`config.mk`:
```
export PLATFORM = sky130hd
export DESIGN_NAME = fb_scan_reader
export DESIGN_NICKNAME = d
export VERILOG_FILES = /design/src/rtl/fractal_pkg.sv /design/src/rtl/sync_fifo.sv /design/src/rtl/fb_scan_reader.sv
export SDC_FILE = /design/constraint.sdc
export NUM_CORES = 1
export LEC_CHECK = 0
export CAP_MARGIN = 40
export CORE_MARGIN = 1
export CORE_UTILIZATION = 56
export DETAILED_ROUTE_END_ITERATION = 10
export PLACE_DENSITY = 0.88
export SYNTH_ARGS = -nofsm -noshare
export SYNTH_HDL_FRONTEND = slang
export SYNTH_SLANG_ARGS = --single-unit
```
`constraint.sdc`:
```
create_clock -name Clk_100M -period 5.5 [get_ports Clk_100M]
set_input_delay 1.1 -clock Clk_100M [delete_from_list [all_inputs] [get_ports Clk_100M]]
set_output_delay 1.1 -clock Clk_100M [all_outputs]
set_load 0.005 [all_outputs]
```
`src/rtl/fractal_pkg.sv`:
```
// Shared constants, scan-reader state encoding and iteration-count colour map
// for the fractal frame buffer, its writer and the VGA timing block.
package fractal_pkg;

  localparam int unsigned H_ACTIVE     = 640;
  localparam int unsigned V_ACTIVE     = 480;
  localparam int unsigned FRAME_PIXELS = H_ACTIVE * V_ACTIVE;
  localparam int unsigned MAX_ITER     = 100;
  localparam int unsigned COLOUR_W     = 12;

  typedef enum logic [1:0] {
    ST_IDLE  = 2'd0,
    ST_FLUSH = 2'd1,
    ST_FILL  = 2'd2
  } scan_state_t;

  // Points inside the set are black; others spread the low count bits over RGB.
  function automatic logic [COLOUR_W-1:0] colour_map(input logic [5:0] cnt_lo,
                                                     input logic       in_set);
    if (in_set) return 12'h000;
    return {cnt_lo[1:0], 2'b11, cnt_lo[5:2], ~cnt_lo[3:0]};
  endfunction

endpackage

```
`src/rtl/sync_fifo.sv`:
```
// Show-ahead synchronous FIFO with synchronous clear; simultaneous push and
// pop are both honoured. DEPTH must be a power of two, at least 2.
module sync_fifo #(
  parameter int unsigned DEPTH = 8,
  parameter int unsigned WIDTH = 8,
  localparam int unsigned AW   = $clog2(DEPTH)
) (
  input  logic             Clk_100M,
  input  logic             reset,
  input  logic             clear,
  input  logic             push,
  input  logic             pop,
  input  logic [WIDTH-1:0] wdata,
  output logic [WIDTH-1:0] rdata,
  output logic [AW:0]      level,
  output logic             empty
);

  logic [WIDTH-1:0] mem [DEPTH];
  logic [AW-1:0]    wr_ptr;
  logic [AW-1:0]    rd_ptr;
  logic             full;
  logic             do_push;
  logic             do_pop;

  assign empty   = (level == '0);
  assign full    = (level == (AW+1)'(DEPTH));
  assign do_pop  = pop & ~empty & ~clear;
  assign do_push = push & ~clear & (~full | do_pop);
  assign rdata   = mem[rd_ptr];

  always_ff @(posedge Clk_100M) begin
    if (reset || clear) begin
      wr_ptr <= '0;
      rd_ptr <= '0;
      level  <= '0;
    end else begin
      if (do_push) wr_ptr <= wr_ptr + AW'(1);
      if (do_pop)  rd_ptr <= rd_ptr + AW'(1);
      level <= level + (AW+1)'(do_push) - (AW+1)'(do_pop);
    end
  end

  // Storage carries no reset; only the pointers define validity.
  always_ff @(posedge Clk_100M) begin
    if (do_push) mem[wr_ptr] <= wdata;
  end

endmodule

```
`src/rtl/fb_scan_reader.sv`:
```
// Raster-order frame-buffer reader: prefetches iteration counts into a small
// FIFO and pops one per visible pixel tick into the registered colour output.
module fb_scan_reader #(
  parameter int unsigned H_ACTIVE   = fractal_pkg::H_ACTIVE,
  parameter int unsigned V_ACTIVE   = fractal_pkg::V_ACTIVE,
  parameter int unsigned ADDR_W     = 19,
  parameter int unsigned DATA_W     = 8,
  parameter int unsigned FIFO_DEPTH = 8,
  parameter int unsigned MAX_ITER   = fractal_pkg::MAX_ITER
) (
  input  logic              Clk_100M,
  input  logic              reset,
  input  logic              p_tick,
  input  logic              video_on,
  input  logic [9:0]        pixel_y,
  input  logic              display,
  output logic              rd_en,
  output logic [ADDR_W-1:0] addr_r,
  input  logic [DATA_W-1:0] rdata,
  output logic [11:0]       colour,
  output logic              underflow
);

  import fractal_pkg::*;

  localparam int unsigned FRAME = H_ACTIVE * V_ACTIVE;
  localparam int unsigned LVL_W = $clog2(FIFO_DEPTH) + 1;

  scan_state_t       state;
  scan_state_t       nxt;
  logic [9:0]        pixel_y_q;
  logic              frame_end_c;
  logic              rd_pend;
  logic [ADDR_W-1:0] ptr;
  logic [ADDR_W-1:0] ptr_d;
  logic [ADDR_W-1:0] addr_d;
  logic              rd_en_d;
  logic [11:0]       colour_d;
  logic              underflow_d;
  logic              push_c;
  logic              pop_c;
  logic              clear_c;
  logic [DATA_W-1:0] head;
  logic [LVL_W-1:0]  level;
  logic              empty;
  logic [LVL_W:0]    outstanding_c;

  assign frame_end_c   = (pixel_y == 10'(V_ACTIVE)) && (pixel_y_q < 10'(V_ACTIVE));
  assign push_c        = rd_pend & (state == ST_FILL);
  assign clear_c       = (state != ST_FILL);
  assign outstanding_c = (LVL_W+1)'(level) + (LVL_W+1)'(rd_en) + (LVL_W+1)'(rd_pend);

  sync_fifo #(
    .DEPTH (FIFO_DEPTH),
    .WIDTH (DATA_W)
  ) u_fifo (
    .Clk_100M (Clk_100M),
    .reset    (reset),
    .clear    (clear_c),
    .push     (push_c),
    .pop      (pop_c),
    .wdata    (rdata),
    .rdata    (head),
    .level    (level),
    .empty    (empty)
  );

  always_ff @(posedge Clk_100M) begin
    if (reset) state <= ST_IDLE;
    else       state <= nxt;
  end

  always_comb begin
    nxt = state;
    if (!display) begin
      nxt = ST_IDLE;
    end else begin
      case (state)
        ST_IDLE:  if (frame_end_c) nxt = ST_FLUSH;
        ST_FLUSH: nxt = ST_FILL;
        ST_FILL:  if (frame_end_c) nxt = ST_FLUSH;
        default:  nxt = ST_IDLE;
      endcase
    end
  end

  always_comb begin
    rd_en_d     = 1'b0;
    addr_d      = addr_r;
    ptr_d       = ptr;
    colour_d    = colour;
    underflow_d = underflow;
    pop_c       = 1'b0;
    case (state)
      ST_FLUSH: begin
        ptr_d    = '0;
        addr_d   = '0;
        colour_d = 12'h000;
      end
      ST_FILL: begin
        // Reads stop one cycle early when leaving FILL so nothing lands after.
        if (nxt == ST_FILL && outstanding_c < (LVL_W+1)'(FIFO_DEPTH) &&
            ptr < ADDR_W'(FRAME)) begin
          rd_en_d = 1'b1;
          addr_d  = ptr;
          ptr_d   = ptr + ADDR_W'(1);
        end
        if (p_tick) begin
          if (!video_on) begin
            colour_d = 12'h000;
          end else if (empty) begin
            colour_d    = 12'hF00;
            underflow_d = 1'b1;
          end else begin
            pop_c    = 1'b1;
            colour_d = colour_map(head[5:0], head == DATA_W'(MAX_ITER));
          end
        end
      end
      default: colour_d = 12'h000;
    endcase
  end

  always_ff @(posedge Clk_100M) begin
    if (reset) begin
      rd_en     <= 1'b0;
      addr_r    <= '0;
      ptr       <= '0;
      colour    <= 12'h000;
      underflow <= 1'b0;
      rd_pend   <= 1'b0;
      pixel_y_q <= '0;
    end else begin
      rd_en     <= rd_en_d;
      addr_r    <= addr_d;
      ptr       <= ptr_d;
      colour    <= colour_d;
      underflow <= underflow_d;
      rd_pend   <= rd_en;
      pixel_y_q <= pixel_y;
    end
  end

endmodule

```
* After elaboration in Yosys (flattened, before gate mapping) *
Memory sizes are Yosys's and may differ from the RTL's. A register that Yosys moved wholly into a read port is not among the register bits.
Index checks and enable logic that the tools add are counted.

cells by class
  $add $sub $neg = 7
  order comparisons = 3
  equality and inequality tests = 8
  muxes and demuxes = 25
  bitwise gates (word level) = 11
  reduce and logical (&&, ||, !) cells = 11

operator list
  kind                   count
  $pmux 19 s2            2
  $mux 12                4
  $mux 19                2
  $add 19x1->19 const B  1
  $lt 19x19->1 const B   1
  $mux 1                 12
  $eq 10x9->1 const B    1
  $lt 10x9->1 const B    1
  $eq 8x7->1 const B     1
  $add 3x1->3 const B    2
  $mux 3                 2
  $add 4x1->5            1
  $add 5x1->5            1
  $and 1x1->1            5
  $lt 5x4->1 const B     1
  $add 4x1->4            1
  $eq 2x2->1 const B     2
  $eq 4x4->1 const B     1
  $logic_not 4->1        1
  $mux 2                 2
  $not 1->1              4
  $not 4->4              1
  $pmux 2 s2             1
  $reduce_and 4->1       1
  other kinds (11)       14

word-level totals
  bits in registers = 75
  bits in writable memories = 64
  input port bits = 23
  output and inout port bits = 33
  logic and storage cells = 77
  memories kept = 1

memory list
  memory      words  bits a word  read ports  clocked after memory_dff  write ports  line             text
  u_fifo.mem  8      8            1           1                         1            sync_fifo.sv:19  logic [WIDTH-1:0] mem [DEPTH];

* Longest topological paths before layout *
Gate-level depths: netlist of the first run.

  depth in word-level cells = 11
  depth in mapped cells = 12
  mapped depth without buffers = 12

* Hierarchy *
A second synthesis of the first run with hierarchy kept.

unflattened totals
  cell total of the unflattened synthesis = 439
  area, all modules = 5,597.9 um^2

modules (own cells, without submodules)
  module          times used  cells an instance  area each (um^2)  sequential area each (um^2)
  sync_fifo       1           173                3,194.3           2,182.1
  fb_scan_reader  1           266                2,403.6           1,181.1

* Worst setup path after synthesis of the first run *
Ideal clock, no wire load.

  kind = input -> register
  from = in p_tick
  to = mem u_fifo.mem[0][0], enable pin
  library setup time = 0.395 ns
  arrival time = 2.668 ns
  required time = 5.105 ns
  path slack = 2.437 ns
  cell stages on the path = 4
  path buffers = 1
  cell sequence = clkbuf_1 -> nand3_1 -> a31o_2 -> nor4_1

on the way
  cells in the longest elaborated chain, start to end = 8

ends and longest elaborated chain
  item                          line                   text
  from (decl)                   fb_scan_reader.sv:13   input logic p_tick,
  $mux 1                        fb_scan_reader.sv:108  if (p_tick) begin
  $mux 1                        fb_scan_reader.sv:94   case (state)
  $and 1x1->1 (2 in series)     sync_fifo.sv:28        assign do_pop = pop & ~empty & ~clear;
  $or 1x1->1                    sync_fifo.sv:29        assign do_push = push & ~clear & (~full | do_pop);
  $and 1x1->1                   sync_fifo.sv:29
  $mux 1                        sync_fifo.sv:46        if (do_push) mem[wr_ptr] <= wdata;
  $mux 1 (not written as such)  sync_fifo.sv:46
  to (decl)                     sync_fifo.sv:19

Every way passes these cells.

* Final worst setup path of the first run *
  from = in p_tick
  to = mem u_fifo.mem[6][7], enable pin

on the way
  cells in the longest elaborated chain, start to end = 8

ends and longest elaborated chain
  item                          line                   text
  $mux 1                        fb_scan_reader.sv:108
  $mux 1                        fb_scan_reader.sv:94
  $and 1x1->1 (2 in series)     sync_fifo.sv:28
  $or 1x1->1                    sync_fifo.sv:29
  $and 1x1->1                   sync_fifo.sv:29
  named net u_fifo.do_push      sync_fifo.sv:23        logic do_push;
  $mux 1                        sync_fifo.sv:46
  $mux 1 (not written as such)  sync_fifo.sv:46

The timed path passes the listed nets, and every way through them passes these cells.

==> flow_metrics.env, run 1 <==
export IMPL_outcome="finished, final reports clean"
export IMPL_synth_area_per_cell_sq_um=11.6
export IMPL_cts_tree="yes"
export IMPL_chipHeight_microns=104
export IMPL_holdPathStages=2
export IMPL_worst_setup_hold_path_clk_slew_ps=60
export IMPL_drc=0
export IMPL_detailed_place_hpwl_mm=8.35
export IMPL_num_antenna_cells=0
export IMPL_worstHoldStart="colour[7]"
export IMPL_routed_wl_mm=12.6
export IMPL_leakagePower_nw=2.33
export IMPL_rr_startpoint="u_fifo.level[3]"
export IMPL_fp_dieArea_sq_um=10800
export IMPL_coreArea_sq_um=9910
export IMPL_post_dp_cell_area_sq_um=6430
export IMPL_cts_hold_buffers=0
export IMPL_reg2reg_depth=8
export IMPL_postSynth_topFlopCell="dfxtp_1"
export IMPL_cp_max_fo=9
export IMPL_crit_path_start_kind="input port"
export IMPL_yosys_cell_types_count=64
export IMPL_drtIter0Drc=583
export IMPL_global_route_overflow_total=0
export IMPL_maximum_number_of_pins_on_one_net_before_global_route_repair=44
export IMPL_clock_sinks=136
export IMPL_synth_top_cells_by_area="edfxtp_1 33%, dfxtp_1 25%, mux4_2 3.5%"
export IMPL_nNetsFinal=596
export IMPL_cts_setup_buffers=0
export IMPL_cts_htree_levels=4
export IMPL_routed_via_count=4207
export IMPL_wire_per_inst_microns=17.8
export IMPL_grt_antenna_before_repair=0
export IMPL_first_global_vias=4221
export IMPL_clk_latency_ps=520
export IMPL_cell_count_after_synthesis=500
export IMPL_power_density_nw_per_um2=304
export IMPL_path_class="in -> reg"
export IMPL_core_rowCount=36
export IMPL_synth_fp_nets=536
export IMPL_drive_above_1_share=0.106
export IMPL_worst_ep_arrival_time_ps=3280
export IMPL_post_layout_nonfiller_instances=706
export IMPL_die_w_microns=104
export IMPL_total_negative_slack_for_setup_checks_ps=0
export IMPL_synth_cells_most_frequent="72 x dfxtp_1, 64 x edfxtp_1, 50 x nand2_1"
export IMPL_hold_violations=0
export IMPL_numPortBuffers=55
export IMPL_synth_edf_count=64
export IMPL_number_of_max_slew_violations_in_the_final_report=0
export IMPL_worstMarginPinSlew_ps=859
export IMPL_cell_with_the_most_instances_after_synthesis="dfxtp_1"
export IMPL_mappedNetlistArea_sq_um=5810
export IMPL_setup_viol=0
export IMPL_final_critical_path_setup_slack_ps=2370
export IMPL_synthArstFlopShare=0
export IMPL_timing_final_crit_share=0.568
export IMPL_worstSetupStartpoint="p_tick"
export IMPL_place_congestion=0.873
export IMPL_final_setup_skew_ps=4.76
export IMPL_clk_root_buffer_cell="clkbuf_8"
export IMPL_reg_to_reg_slack_setup_ps=2780
export IMPL_fillCellCount=652
export IMPL_synth_seq_cells=136
export IMPL_maxCapViolCount=0
export IMPL_r2r_end="u_fifo.mem[6][7]"
export IMPL_yosysTopAreaCellShare=0.331
export IMPL_vdd_ir_drop_max_mv=0.286
export IMPL_timing_slew_headroom=0.428
export IMPL_layout_cell_area_non_filler_sq_um=6970
export IMPL_fin_crit_ps=3130
export IMPL_placed_cell_count=674
export IMPL_vias_per_cell=5.96
export IMPL_antenna_left=0
export IMPL_grt_setup_unrepaired="false"
export IMPL_initial_core_util=0.586
export IMPL_drt_pass1_iterations=7
export IMPL_synth_largest_area_cell="edfxtp_1"
export IMPL_setup_worst_path_end_class="flip-flop"
export IMPL_ctsResizeCount=0
export IMPL_pin_count=56
export IMPL_tritoncts_buffer_count=17
export IMPL_preCtsSetupSlack_ps=1900
export IMPL_syn_to_final_growth_pct=19.9
export IMPL_grt_first_pass_wirelength_mm=20.6
export IMPL_class_of_the_tightest_hold_or_removal_check="reg -> reg"
export IMPL_maxClockFrequency_mhz=320
export IMPL_clock_tree_buffer_depth=2
export IMPL_min_to="colour[7]"
export IMPL_critical_path_required_ps=5650
export IMPL_track_usage=0.246
export IMPL_synth_warning_count=0
export IMPL_yosysSeqAreaShare=0.579
==> power by group <==
group          switching [mW]  total (mW)  leakage (nW)  internal, mW
clock network           0.434        1.02         0.272         0.585
logic                  0.0189      0.0361         0.899        0.0173
registers            0.000464        1.06          1.16          1.06
total                   0.453        2.12          2.33          1.66
==> worst max path at each step <==
| stage | end | slack [ps] | cells past startpoint |
|---|---|---|---|
| final | u_fifo.mem[6][7] | 2370 | 6 |
| after CTS | u_fifo.mem[5][7] | 2420 | 6 |
| after global routing | u_fifo.mem[5][0] | 2280 | 6 |
| after floorplan | u_fifo.mem[0][0] | 2440 | 4 |
| after global placement | u_fifo.mem[4][0] | 1900 | 6 |
| after detailed placement | u_fifo.mem[5][7] | 1900 | 6 |
==> final cells by class <==
type	count	area (sq um)	area share
Clock buffer	19	444	0.0637
Clock inverter	13	93.8	0.0135
Inverter	16	60.1	0.00862
Multi-Input combinational cell	326	2230	0.320
Sequential cell	136	3360	0.483
Tap cell	133	166	0.0239
Timing Repair Buffer	63	608	0.0873
==> per-layer routing <==
metal	global-route usage	up-vias	wire length [microns]
met5	0	-	0
met4	0.114	0	316
met3	0.0664	31	957
met2	0.407	213	6270
met1	0.301	1992	5030
li1	-	1971	-
==> state kept, by name, indices dropped and copies added (netlist names), 2 cells and up, named ones only <==
| signal | count |
|---|---|
| addr_r | 19 |
| u_fifo.wr_ptr | 3 |
| colour | 11 |
| u_fifo.rd_ptr | 3 |
| state | 2 |
| u_fifo.level | 4 |
| pixel_y_q | 5 |
| ptr | 19 |
| u_fifo.mem | 64 |
==> through the flow <==
step                hold slack (ps)  power (mW)   util
floorplan                       442        1.09      -
global placement                447        1.12  0.645
global route                    483        2.18  0.703
finish                          456        2.12  0.703
detailed placement              448        1.12  0.649
CTS                             456        2.12  0.703
==> cells in the final DEF, fill, tap and decap left out, drive strengths merged, types with 5 or more instances in the layout <==
cell and count:
dfxtp 72, clkdlybuf4s50 55, xnor2 5, a21oi 39, nand2b 9, edfxtp 64, nand3 31, or3 6
and3 7, mux4 14, nor2b 10, o211ai 5, nor3 6, buf 8, nand2 51, clkbuf 19
ha 12, xor2 7, mux2i 6, nor2 45, nand4 6, o31ai 5, o21ai 12, clkinv 9
nor4 6, inv 19
==> cells by family after synthesis <==
group | share of synthesized area
multiplexers | 0.0717
AO/OA/AOI/OAI | 0.0935
AND/OR/NAND/NOR | 0.172
XOR/XNOR | 0.0181
adder cells (fa/ha/maj) | 0.0293
buffers and inverters | 0.0368
flip-flops | 0.579
==> critical path, cell delays in order <==
cell	delay, ps
clkdlybuf4s50_1	640
nand3_1	230
a31o_2	370
inv_2	120
nand2_1	130
nor2_1	680
Power figures use the tool's default switching activity.
==> run 2, diff against run 1 <==
CORE_UTILIZATION = 51   (was 56)
PLACE_DENSITY = 0.85   (was 0.88)
clock period = 2.55 ns   (was 5.5 ns; I/O delays follow)
==> flow_metrics.env, run 2 (same netlist as run 1, synthesis figures left out) <==
export IMPL_worstHoldStart="colour[7]"
export IMPL_max_stage_delay_ps=750
export IMPL_first_global_vias=4353
export IMPL_hold_violations=0
export IMPL_chipHeight_microns=109
export IMPL_worst_setup_hold_path_clk_slew_ps=50
export IMPL_leakagePower_nw=2.42
export IMPL_clock_sinks=136
export IMPL_pin_count=56
export IMPL_cp_num_buf_inv=0
export IMPL_grt_antenna_before_repair=0
export IMPL_antenna_left=0
export IMPL_min_to="colour[7]"
export IMPL_share_clk_of_total_power=0.499
export IMPL_maxClockFrequency_mhz=409
export IMPL_numPortBuffers=55
export IMPL_routed_wl_mm=13.2
export IMPL_drtIter0Drc=366
export IMPL_reg2reg_depth=6
export IMPL_critical_path_required_ps=2840
export IMPL_p_sw_uw=974
export IMPL_final_setup_skew_ps=9.07
export IMPL_clk_latency_ps=430
export IMPL_critical_path_top_delay_family="compound AO/OA/AOI/OAI gates"
export IMPL_fin_crit_ps=2450
export IMPL_fillCellCount=770
export IMPL_largestRegisters="u_fifo.mem (64), addr_r (19), ptr (19)"
export IMPL_clock_tree_buffer_depth=2
export IMPL_p_total_mw=4.74
export IMPL_combinationalPowerShare=0.018
export IMPL_cts_htree_levels=4
export IMPL_number_of_max_slew_violations_in_the_final_report=0
export IMPL_worstMarginPinSlew_ps=690
export IMPL_total_negative_slack_for_setup_checks_ps=0
export IMPL_drc=0
export IMPL_top_register="u_fifo.mem"
export IMPL_crit_path_start_kind="flip-flop"
export IMPL_track_usage=0.237
export IMPL_vdd_ir_drop_max_mv=0.682
export IMPL_class_of_the_tightest_hold_or_removal_check="reg -> reg"
export IMPL_outcome="finished, final reports clean"
export IMPL_worst_ep_arrival_time_ps=2740
export IMPL_global_route_overflow_total=0
export IMPL_detailed_place_hpwl_mm=8.94
export IMPL_path_class="reg -> reg"
export IMPL_setup_viol=0
export IMPL_final_critical_path_setup_slack_ps=104
export IMPL_power_density_nw_per_um2=659
export IMPL_cts_tree="yes"
export IMPL_maxCapViolCount=0
export IMPL_die_w_microns=109
export IMPL_num_antenna_cells=0
export IMPL_vias_per_cell=5.95
export IMPL_final_cell_mix="70 x dfxtp_1, 64 x edfxtp_1, 55 x clkdlybuf4s50_1, 50 x nand2_1, 42 x nor2_1"
export IMPL_r2r_end="colour[0]"
export IMPL_flip_flop_count_of_the_largest_register_all_copies_and_words_added=64
export IMPL_maximum_number_of_pins_on_one_net_before_global_route_repair=33
export IMPL_core_rowCount=38
export IMPL_fp_dieArea_sq_um=11800
export IMPL_reg_to_reg_slack_setup_ps=100
export IMPL_wire_per_inst_microns=18.0
export IMPL_nNetsFinal=615
export IMPL_layout_commonest_cell="dfxtp_1"
export IMPL_cp_max_fo=16
export IMPL_syn_to_final_growth_pct=23.7
export IMPL_coreArea_sq_um=11000
export IMPL_crit_path_cell_chain="nand2b_1 > a221oi_1 > a2111oi_1 > o2111ai_1 > a21oi_2 > o31ai_1"
export IMPL_routed_via_count=4347
export IMPL_cell_internal_pwr_mw=3.76
export IMPL_switching_share=0.206
export IMPL_timing_slew_headroom=0.539
export IMPL_holdPathStages=2
export IMPL_preCtsSetupSlack_ps=-21.9
export IMPL_seq_power_share=0.483
export IMPL_place_congestion=0.861
export IMPL_final_core_utilization=0.654
export IMPL_tritoncts_buffer_count=17
export IMPL_drive_above_1_share=0.144
export IMPL_drt_pass1_iterations=6
export IMPL_grt_first_pass_wirelength_mm=20.9
export IMPL_critical_path_slowest_cell="dfxtp_1"
export IMPL_timing_final_crit_share=0.959
export IMPL_fin_worst_hold_slack_ps=462
export IMPL_initial_core_util=0.529
export IMPL_setup_worst_path_end_class="flip-flop"
export IMPL_clk_root_buffer_cell="clkbuf_16"
==> run 2: changes by cell type in the layout (fill, tap and decap cells not counted), moves of 2 or more <==
cell,previous run,this run
dfxtp_1,72,70
buf_4,3,27
buf_2,4,0
clkinvlp_2,0,2
dfxtp_2,0,2
clkinv_2,5,1
bufinv_16,0,2
==> run 2: how the worst max path moves through the flow <==
stage               cells past startpoint  slack [ps]             from               end
detailed placement                     10         -20         video_on   u_fifo.level[3]
finish                                  6         100        flip-flop         colour[0]
floorplan                               6          70  u_fifo.level[2]  u_fifo.mem[0][0]
global route                           12         -10  u_fifo.level[2]   u_fifo.level[2]
global placement                       10          90         video_on   u_fifo.level[2]
CTS                                    12          10  u_fifo.level[2]   u_fifo.level[2]
==> run 2: worst min-delay path: stages, from the launching register on <==
cell	delay [ps]
dfxtp_1	310
nand2_1	50
o21ai_1	50
==> run 2: stage by stage <==
step / std cells / area, sq um
2_1_floorplan: 500 / 5810
3_3_place_gp: 700 / 6590
3_5_place_dp: 700 / 6590
4_1_cts: 731 / 7160
5_1_grt: 731 / 7190
6_report: 731 / 7190
==> run 2: what timing repair did <==
item                                    CTS  global route
setup buffers                             0             0
endpoints found under the setup margin    0             3
hold buffers                              0             0
resized for setup                         0             9
==> run 2: metal layers <==
layer / vias to the layer above / share of wire / global-route usage
li1: 2009 / - / -
met1: 2130 / 0.40 / 0.263
met2: 173 / 0.51 / 0.414
met3: 35 / 0.058 / 0.0729
met4: 0 / 0.030 / 0.114
met5: - / 0 / 0
==> run 2: cell type report <==
cell class,instances,area [sq um],share of cell area
Multi-Input combinational cell,326,2260,0.314
Clock inverter,14,149,0.0207
Clock buffer,17,425,0.0592
Sequential cell,136,3370,0.468
Tap cell,140,175,0.0244
Timing Repair Buffer,82,753,0.105
Inverter,16,60.1,0.00836
==> run 2: power groups by stage <==
stage / combinational, mW / clock, mW / sequential, mW
2_1_floorplan: 0.0237 / 0 / 2.33
3_3_place_gp: 0.0796 / 0 / 2.33
3_5_place_dp: 0.0821 / 0 / 2.33
4_1_cts: 0.0827 / 2.39 / 2.29
5_1_grt: 0.0904 / 2.49 / 2.29
6_report: 0.0839 / 2.37 / 2.29
